File: src/rtl/rgb_gray_reader_if.sv
`default_nettype none
// =============================================================================
// Module   : rgb_gray_reader_if
// Purpose  : RGB byte bus plus gray valid/ready and status bundle.
// Revision : 1.0
// =============================================================================
interface rgb_gray_reader_if;
   logic       start;
   logic [7:0] rgb_in;
   logic       rgb_valid;
   logic       pause;
   logic [7:0] gray_out;
   logic       gray_valid;
   logic       gray_ready;
   logic       busy;
   logic       done;
   logic       overflow;

   modport master (
      output start, rgb_in, rgb_valid, gray_ready,
      input  pause, gray_out, gray_valid, busy, done, overflow
   );

   modport slave (
      input  start, rgb_in, rgb_valid, gray_ready,
      output pause, gray_out, gray_valid, busy, done, overflow
   );
endinterface
`default_nettype wire

File: src/rtl/rgb_gray_reader.sv
`default_nettype none
// =============================================================================
// Module   : rgb_gray_reader
// Purpose  : Reads R,G,B byte triplets through a 4-deep FIFO and emits 8-bit luma.
// Revision : 1.0
// =============================================================================
module rgb_gray_reader #(
   parameter int N  = 2,
   parameter int M  = 2,
   parameter int WR = 77,
   parameter int WG = 150,
   parameter int WB = 29
) (
   input wire               clk,
   input wire               rst,
   rgb_gray_reader_if.slave bus
);
   localparam int                C_PW   = (N * M > 1) ? $clog2(N * M) : 1;
   localparam logic [C_PW-1:0]   C_LAST = C_PW'(N * M - 1);

   typedef enum logic [2:0] {
      S_IDLE  = 3'd0,
      S_FETCH = 3'd1,
      S_MULT  = 3'd2,
      S_OUT   = 3'd3,
      S_DONE  = 3'd4
   } state_t;

   state_t           r_state, w_state_nxt;
   logic [7:0]       r_mem [4];
   logic [1:0]       r_wr_ptr, r_rd_ptr;
   logic [2:0]       r_count, w_count_nxt;
   logic [1:0]       r_byte_idx;
   logic [C_PW-1:0]  r_pix_cnt;
   logic [7:0]       r_r, r_g, r_b;
   logic [7:0]       r_gray_out;
   logic             r_gray_valid, r_pause, r_busy, r_done, r_overflow;
   logic             w_push_req, w_push, w_pop, w_full, w_flush, w_hs, w_last;
   logic [7:0]       w_luma;

   // A pop in the same cycle frees a slot, so a write to a full FIFO is only dropped without one
   assign w_full     = (r_count == 3'd4);
   assign w_pop      = (r_state == S_FETCH) && (r_count != 3'd0);
   assign w_push_req = bus.rgb_valid && r_busy;
   assign w_push     = w_push_req && (!w_full || w_pop);
   assign w_flush    = (r_state == S_DONE);
   assign w_hs       = (r_state == S_OUT) && bus.gray_ready;
   assign w_last     = (r_pix_cnt == C_LAST);
   assign w_luma     = 8'((16'(WR) * {8'd0, r_r} + 16'(WG) * {8'd0, r_g}
                          + 16'(WB) * {8'd0, r_b} + 16'd128) >> 8);

   always_comb begin
      w_count_nxt = r_count;
      if (w_flush)
         w_count_nxt = 3'd0;
      else if (w_push && !w_pop)
         w_count_nxt = r_count + 3'd1;
      else if (!w_push && w_pop)
         w_count_nxt = r_count - 3'd1;
   end

   always_comb begin
      w_state_nxt = r_state;
      case (r_state)
         S_IDLE:  if (bus.start) w_state_nxt = S_FETCH;
         S_FETCH: if (w_pop && r_byte_idx == 2'd2) w_state_nxt = S_MULT;
         S_MULT:  w_state_nxt = S_OUT;
         S_OUT:   if (bus.gray_ready) w_state_nxt = w_last ? S_DONE : S_FETCH;
         S_DONE:  w_state_nxt = S_IDLE;
         default: w_state_nxt = S_IDLE;
      endcase
   end

   always_ff @(posedge clk or posedge rst) begin
      if (rst)
         r_state <= S_IDLE;
      else
         r_state <= w_state_nxt;
   end

   always_ff @(posedge clk) begin
      if (w_push)
         r_mem[r_wr_ptr] <= bus.rgb_in;
   end

   always_ff @(posedge clk or posedge rst) begin
      if (rst) begin
         r_wr_ptr   <= 2'd0;
         r_rd_ptr   <= 2'd0;
         r_count    <= 3'd0;
         r_pause    <= 1'b0;
         r_overflow <= 1'b0;
      end else begin
         r_count <= w_count_nxt;
         r_pause <= (w_count_nxt >= 3'd2);
         if (w_push_req && w_full && !w_pop)
            r_overflow <= 1'b1;
         if (w_flush) begin
            r_wr_ptr <= 2'd0;
            r_rd_ptr <= 2'd0;
         end else begin
            if (w_push) r_wr_ptr <= r_wr_ptr + 2'd1;
            if (w_pop)  r_rd_ptr <= r_rd_ptr + 2'd1;
         end
      end
   end

   always_ff @(posedge clk or posedge rst) begin
      if (rst) begin
         r_byte_idx   <= 2'd0;
         r_pix_cnt    <= '0;
         r_r          <= 8'd0;
         r_g          <= 8'd0;
         r_b          <= 8'd0;
         r_gray_out   <= 8'd0;
         r_gray_valid <= 1'b0;
         r_busy       <= 1'b0;
         r_done       <= 1'b0;
      end else begin
         r_done <= 1'b0;
         if (r_state == S_IDLE && bus.start) begin
            r_busy     <= 1'b1;
            r_byte_idx <= 2'd0;
            r_pix_cnt  <= '0;
         end
         if (w_pop) begin
            case (r_byte_idx)
               2'd0:    r_r <= r_mem[r_rd_ptr];
               2'd1:    r_g <= r_mem[r_rd_ptr];
               default: r_b <= r_mem[r_rd_ptr];
            endcase
            r_byte_idx <= (r_byte_idx == 2'd2) ? 2'd0 : r_byte_idx + 2'd1;
         end
         if (r_state == S_MULT) begin
            r_gray_out   <= w_luma;
            r_gray_valid <= 1'b1;
         end
         // Entering DONE: done and the falling busy become visible together
         if (w_hs) begin
            r_gray_valid <= 1'b0;
            r_pix_cnt    <= r_pix_cnt + C_PW'(1);
            if (w_last) begin
               r_done <= 1'b1;
               r_busy <= 1'b0;
            end
         end
      end
   end

   assign bus.pause      = r_pause;
   assign bus.gray_out   = r_gray_out;
   assign bus.gray_valid = r_gray_valid;
   assign bus.busy       = r_busy;
   assign bus.done       = r_done;
   assign bus.overflow   = r_overflow;
endmodule
`default_nettype wire

File: src/flat_wrapper.sv
// flat-port wrapper written by rule: the top's interface ports become plain ports
module rgb_gray_reader_flat 
#(
   parameter int N  = 2,
   parameter int M  = 2,
   parameter int WR = 77,
   parameter int WG = 150,
   parameter int WB = 29
)
  (clk, rst, bus_start, bus_rgb_in, bus_rgb_valid, bus_gray_ready, bus_pause, bus_gray_out, bus_gray_valid, bus_busy, bus_done, bus_overflow);
  rgb_gray_reader_if bus_i ();
  input wire clk;
  input wire rst;
  input wire logic [$bits(bus_i.start)-1:0] bus_start;
  input wire logic [$bits(bus_i.rgb_in)-1:0] bus_rgb_in;
  input wire logic [$bits(bus_i.rgb_valid)-1:0] bus_rgb_valid;
  input wire logic [$bits(bus_i.gray_ready)-1:0] bus_gray_ready;
  output wire logic [$bits(bus_i.pause)-1:0] bus_pause;
  output wire logic [$bits(bus_i.gray_out)-1:0] bus_gray_out;
  output wire logic [$bits(bus_i.gray_valid)-1:0] bus_gray_valid;
  output wire logic [$bits(bus_i.busy)-1:0] bus_busy;
  output wire logic [$bits(bus_i.done)-1:0] bus_done;
  output wire logic [$bits(bus_i.overflow)-1:0] bus_overflow;
  assign bus_i.start = bus_start;
  assign bus_i.rgb_in = bus_rgb_in;
  assign bus_i.rgb_valid = bus_rgb_valid;
  assign bus_i.gray_ready = bus_gray_ready;
  assign bus_pause = bus_i.pause;
  assign bus_gray_out = bus_i.gray_out;
  assign bus_gray_valid = bus_i.gray_valid;
  assign bus_busy = bus_i.busy;
  assign bus_done = bus_i.done;
  assign bus_overflow = bus_i.overflow;
  rgb_gray_reader #(.N(N), .M(M), .WR(WR), .WG(WG), .WB(WB)) u_core (.clk(clk), .rst(rst), .bus(bus_i));
endmodule
File: config.mk
export PLATFORM = sky130hd
export DESIGN_NAME = rgb_gray_reader_flat
export DESIGN_NICKNAME = d
export VERILOG_FILES = /design/src/rtl/rgb_gray_reader_if.sv /design/src/rtl/rgb_gray_reader.sv /design/src/flat_wrapper.sv
export SDC_FILE = /design/constraint.sdc
export NUM_CORES = 1
export LEC_CHECK = 0
export ABC_AREA = 1
export CAP_MARGIN = 20
export CORE_AREA = 2 2 121 123
export CTS_BUF_LIST = sky130_fd_sc_hd__clkbuf_8
export DETAILED_ROUTE_END_ITERATION = 8
export DIE_AREA = 0 0 123 125
export GPL_ROUTABILITY_DRIVEN = 0
export MAX_ROUTING_LAYER = met4
export PLACE_DENSITY_LB_ADDON = 0.3
export SKIP_CTS_REPAIR_TIMING = 1
export SYNTH_ARGS = -nofsm -noshare
export SYNTH_HDL_FRONTEND = slang
export SYNTH_SLANG_ARGS = --single-unit
File: constraint.sdc
create_clock -name clk -period 6.57 [get_ports clk]
set_input_delay 1.314 -clock clk [delete_from_list [all_inputs] [get_ports clk]]
set_output_delay 1.314 -clock clk [all_outputs]
set_load 0.02 [all_outputs]
# After elaboration in Yosys (flattened, before gate mapping)
# Memories as Yosys holds them, arrays and structs flattened.
# Index checks and enable logic that the tools add are counted.
op_classes:
  n_addsub: 9
  n_mul: 3
  n_div: 0
  magnitude_cmp: 1
  eq_ne: 11
  shift: 0
  muxes: 25
  n_bitwise: 1
  reduce_logical: 27
ops:
  columns: ["op", "n"]
  rows:
  - ["7-bit by 8-bit multiplier with 15-bit output (first input constant)", 2]
  - ["3-bit 2-to-1 mux", 7]
  - ["15-bit by 16-bit adder with 16-bit output", 1]
  - ["16-bit by 13-bit adder with 16-bit output", 1]
  - ["16-bit by 8-bit adder with 16-bit output (second input constant)", 1]
  - ["2-bit 2-to-1 mux", 8]
  - ["5-bit by 8-bit multiplier with 13-bit output (first input constant)", 1]
  - ["3-bit one-hot mux with 4 select lines", 1]
  - ["1-bit logical AND", 10]
  - ["2-bit nonzero test", 5]
  - ["1-bit 2-to-1 mux", 9]
  - ["2-bit by 1-bit adder with 2-bit output (second input constant)", 4]
  - ["3-bit by 2-bit == test with 1-bit output (second input constant)", 2]
  - ["3-bit == test (second input constant)", 2]
  - ["2-bit != test (second input constant)", 3]
  - ["2-bit AND reduction", 3]
  - ["2-bit == test (second input constant)", 2]
  - ["3-bit by 1-bit adder with 3-bit output (second input constant)", 1]
  - ["3-bit by 1-bit == test with 1-bit output (second input constant)", 1]
  - ["3-bit by 2-bit greater-or-equal comparator with 1-bit output (second input constant)", 1]
  - ["1-bit logical NOT", 3]
  - ["3-bit logical NOT", 1]
  - ["3-bit AND reduction", 1]
  - ["3-bit nonzero test", 1]
  - ["other kinds (6)", 6]
word_totals:
  regBits: 51
  latch_bits: 0
  ramBits: 32
  rom_bits: 0
  in_bits: 13
  output_inout_bits: 13
  elab_cells: 93
  n_memories: 1
mem_list:
  columns: ["name", "words", "word_bits", "read_ports", "rd_clocked_by_memory_dff", "write_ports", "line_no", "source"]
  rows:
  - ["u_core.r_mem", 4, 8, 1, 0, 1, "rgb_gray_reader.sv:30", "logic [7:0] r_mem [4];"]

# Longest topological paths before layout
depth:
  ltp_word: 10
  mapped_depth: 30
  depth_no_buf: 30

# Least setup slack after synthesis
# OpenSTA, ideal clock, no wires.
synth_timing:
  kind: "register to register"
  from: "register u_core.r_g[5] (read register of u_core.r_mem)"
  to: "register u_core.r_gray_out[7], in the netlist u_core.bus.gray_out[7]"
  setup_time_ns: 0.117
  arrival_time_ns: 5.917
  required_time_ns: 6.453
  slack_ns: 0.536
  path_stages_with_launch: 30
  n_path_buf: 0
  synth_period_minus_slack_ns: 6.034
  path_cell_list: "dfrtp_1 ha_1 ha_1 ha_1 inv_1 fa_1 inv_1 ha_1 a21oi_1 inv_1 a31oi_1 xnor2_1 fa_1 fa_1 inv_1 fa_1 inv_1 fa_1 ha_1 ha_1 nand2_1 nand2_1 nand2_1 nand3_1 nand2_1 nand2_1 a21oi_1 nand2_1 nand3_1 nand2_1"
synth_between:
  elab_chain_len: 4
synth_rtl:
  columns: ["item", "line_no", "source"]
  rows:
  - ["start: declaration", "rgb_gray_reader.sv:35", "logic [7:0] r_r, r_g, r_b;"]
  - ["7-bit by 8-bit multiplier with 15-bit output", "rgb_gray_reader.sv:49", "assign w_luma = 8'((16'(WR) * {8'd0, r_r} + 16'(WG) * {8'd0, r_g}"]
  - ["15-bit by 16-bit adder with 16-bit output", "rgb_gray_reader.sv:49", null]
  - ["16-bit by 13-bit adder with 16-bit output", "rgb_gray_reader.sv:50", "+ 16'(WB) * {8'd0, r_b} + 16'd128) >> 8);"]
  - ["16-bit by 8-bit adder with 16-bit output", "rgb_gray_reader.sv:50", null]
  - ["end signal: assignment", "rgb_gray_reader.sv:135", "r_gray_out <= w_luma;"]
  - ["end: declaration", "rgb_gray_reader.sv:36", "logic [7:0] r_gray_out;"]
# Every way passes these cells.
# A chain may end at the register's enable or synchronous reset.

# Final worst setup path
# Ends and elaborated chain as after synthesis.

==> summary.txt <==
Clocking
  • Clock net sink count: 83
  • CTS Buf Count: 9
  • CTS Root Cell: clkbuf_8
  • TritonCTS clock tree: yes
  • Clk Latency, worst-skew pair: 370 ps
  • CTS max path bufs: 2
  • Clock Pin Slew Worst Setup and Hold Paths: 100 ps
  • Maximum level of the CTS H-tree: 3

Die
  • Rows: 44
  • Starting density of the core: 0.487
  • Core Area: 14,200 sq um
  • Die area: 15,400 sq um
  • Die Wd: 123 um
  • Die height: 125 um
  • I/O pin cnt: 26

Place
  • Placed Cells: 936
  • Hpwl dp: 10,900 um
  • Port buffer count: 25
  • DP Area: 7360 sq um

Global route
  • Initial antenna violation count: 0
  • Global route overflow: 0
  • Met2 GRT Util: 0.352
  • M3 GR Usage: 0.0255
  • GRT Total Usage: 0.204
  • Vias in the first global route: 5,121
  • Met1 usage: 0.246
  • GR peak layer: met2
  • First-pass GRT wire length: 23,700 um
  • Largest net degree at the start of global routing: 52

Synthesis
  • Syn Nets: 904
  • Synthesized area: 6920 sq um
  • Syn Inst Count: 733
  • Register area share after synthesis: 0.323
  • Synthesized flop and latch total: 83
  • Post-synthesis cell type count: 41
  • Syn avg cell area: 9.44 sq um
  • Count of synthesis-stage warnings from yosys: 0

STA
  • Final hold vios: 0
  • Fin crit share: 0.957
  • Final Skew: 11.7 ps
  • Setup-failing EPs final: 0
  • Max Fclk: 159 MHz
  • RSZ-0062 raised after global routing: false
  • Slew headroom: 0.488
  • Setup_tns: 0 ps
  • Final Max Tran Viols: 0
  • Min Tclk post-route: 6290 ps
  • Tightest Pin Transition: 766 ps

Final layout
  • Cell area after layout: 7650 sq um
  • Fraction of layout cells with a size suffix above 1: 0.0740
  • Most common cell after layout, fill and taps aside: inv_1
  • Layout area overhead: 10.6%
  • Nets: 936
  • Fin cells: 954
  • Most frequent cells in the layout: 151 x inv_1, 125 x nand2_1, 97 x ha_1, 55 x fa_1, 49 x dfrtp_1
  • # diodes: 0

Critical path
  • Worst Setup Start Kind: flop
  • Largest fanout on the critical path: 6
  • Crit end category: flop
  • WP data arrival: 6560 ps
  • Setup Crit Path Kind: reg -> reg
  • R2r startpoint: u_core.r_g[5]
  • Reg2Reg Capture Point: u_core.bus.gray_out[7]
  • FF-to-FF setup slack: 280 ps
  • WP data required: 6840 ps
  • Cells on worst reg2reg path: 26

Route
  • Final WL: 14,000 um
  • DR WL/cell: 14.6 um
  • Via count of the routed design: 4,906
  • Antenna Violating Nets Remaining: 0
  • Detailed Route Iter0 Violations: 300
  • First-pass DRT Iterations: 5
  • DRC: 0
  • Vias per Instance: 5.14

Worst hold path
  • Worst Hold Endpoint: u_core.bus.gray_valid
  • Hold Path Class: reg -> reg
  • Worst Min Path Start: u_core.bus.gray_valid
  • Hold path depth: 2

Outcome
  • Status: complete, no violations

Run
  • Maxcap violations: 0
==> cells in the mapped netlist (all sizes together) <==
cell,n,share of area
and2,1,0.00090
a32o,1,0.0014
xor2,6,0.0076
mux2,11,0.018
nor3,9,0.0098
a21oi,20,0.014
clkinv,1,0.00054
edfxtp,32,0.14
clkbuf,2,0.0011
nand3b,3,0.0033
nand2,128,0.071
ha,103,0.19
a31oi,3,0.0027
xnor2,8,0.010
o22ai,9,0.0081
buf,5,0.0058
o211ai,1,0.0018
nand3,27,0.020
and3,1,0.00090
a21o,2,0.0022
o21bai,1,0.0011
o21ai,39,0.028
dfrtp,51,0.18
fa,55,0.16
nor3b,1,0.0018
a31o,2,0.0025
or2,2,0.0018
inv,155,0.084
nor2,48,0.027
nand4,5,0.0045
o21a,1,0.0011
==> critical path, stage by stage (launching register included) <==
cell and delay [ps]:
dfrtp_2 450, ha_1 300, ha_1 280, ha_1 270, inv_1 50, fa_1 490
inv_1 40, ha_2 330, a21oi_2 170, inv_1 60, a31oi_1 180, xnor2_1 180
fa_1 480, fa_1 520, inv_1 50, fa_1 470, inv_1 60, fa_1 600
ha_4 230, ha_4 250, nand2_1 100, inv_1 90, and3_1 200, a21oi_1 170
nand2_1 70, nand3_1 70, nand2_1 50
==> worst max path at each step <==
stage,endpoint,cells after the start,from
2_1_floorplan,u_core.bus.gray_out[7],29,u_core.r_g[5]
3_3_place_gp,u_core.bus.gray_out[7],29,u_core.r_g[5]
3_5_place_dp,u_core.bus.gray_out[7],29,u_core.r_g[5]
4_1_cts,u_core.bus.gray_out[7],26,u_core.r_g[5]
5_1_grt,u_core.bus.gray_out[7],29,u_core.r_g[5]
6_report,u_core.bus.gray_out[7],26,u_core.r_g[5]
==> routing by layer <==
metal / routed length, um / up-vias
met3: 475 / 23
met1: 5930 / 2367
met4: 257 / 0
met5: 0 / -
met2: 7300 / 112
li1: - / 2404
==> stage by stage <==
step,hold WS (ps),worst slack [ps],utilization
floorplan,467,536,-
global placement,465,324,0.518
detailed placement,466,130,0.518
CTS,488,114,0.532
global route,507,10.5,0.539
finish,478,284,0.539
==> final cells by class <==
| cell class | count | area (sq um) |
|---|---|---|
| sequential | 83 | 2240 |
| inverter | 156 | 586 |
| clock buffer | 10 | 138 |
| multi-input combinational | 487 | 4130 |
| tap | 184 | 230 |
| timing repair buffer | 28 | 273 |
| fill | 1294 | 6550 |
| clock inverter | 6 | 56.3 |
==> flip-flops by register name, summed over array words and instances (netlist names), 2 cells and up <==
register and cells:
u_core.r_rd_ptr 2, u_core.r_wr_ptr 2, u_core.r_pix_cnt 2, u_core.r_byte_idx 2
u_core.r_b 8, u_core.bus.gray_out 8, u_core.r_state 3, u_core.r_r 8
u_core.r_mem 32, u_core.r_count 3, u_core.r_g 8
==> cell families after synthesis <==
kind of cell / after synthesis / synth area share
flops: 83 / 0.323
buf+inv: 163 / 0.0915
mux: 11 / 0.0179
fa+ha+maj: 158 / 0.345
xor+xnor: 14 / 0.0177
compound gates: 79 / 0.0637
simple gates: 225 / 0.141
Power is not shown: default switching activity piles up to over one toggle a cycle in this logic, so the estimate is an artifact.
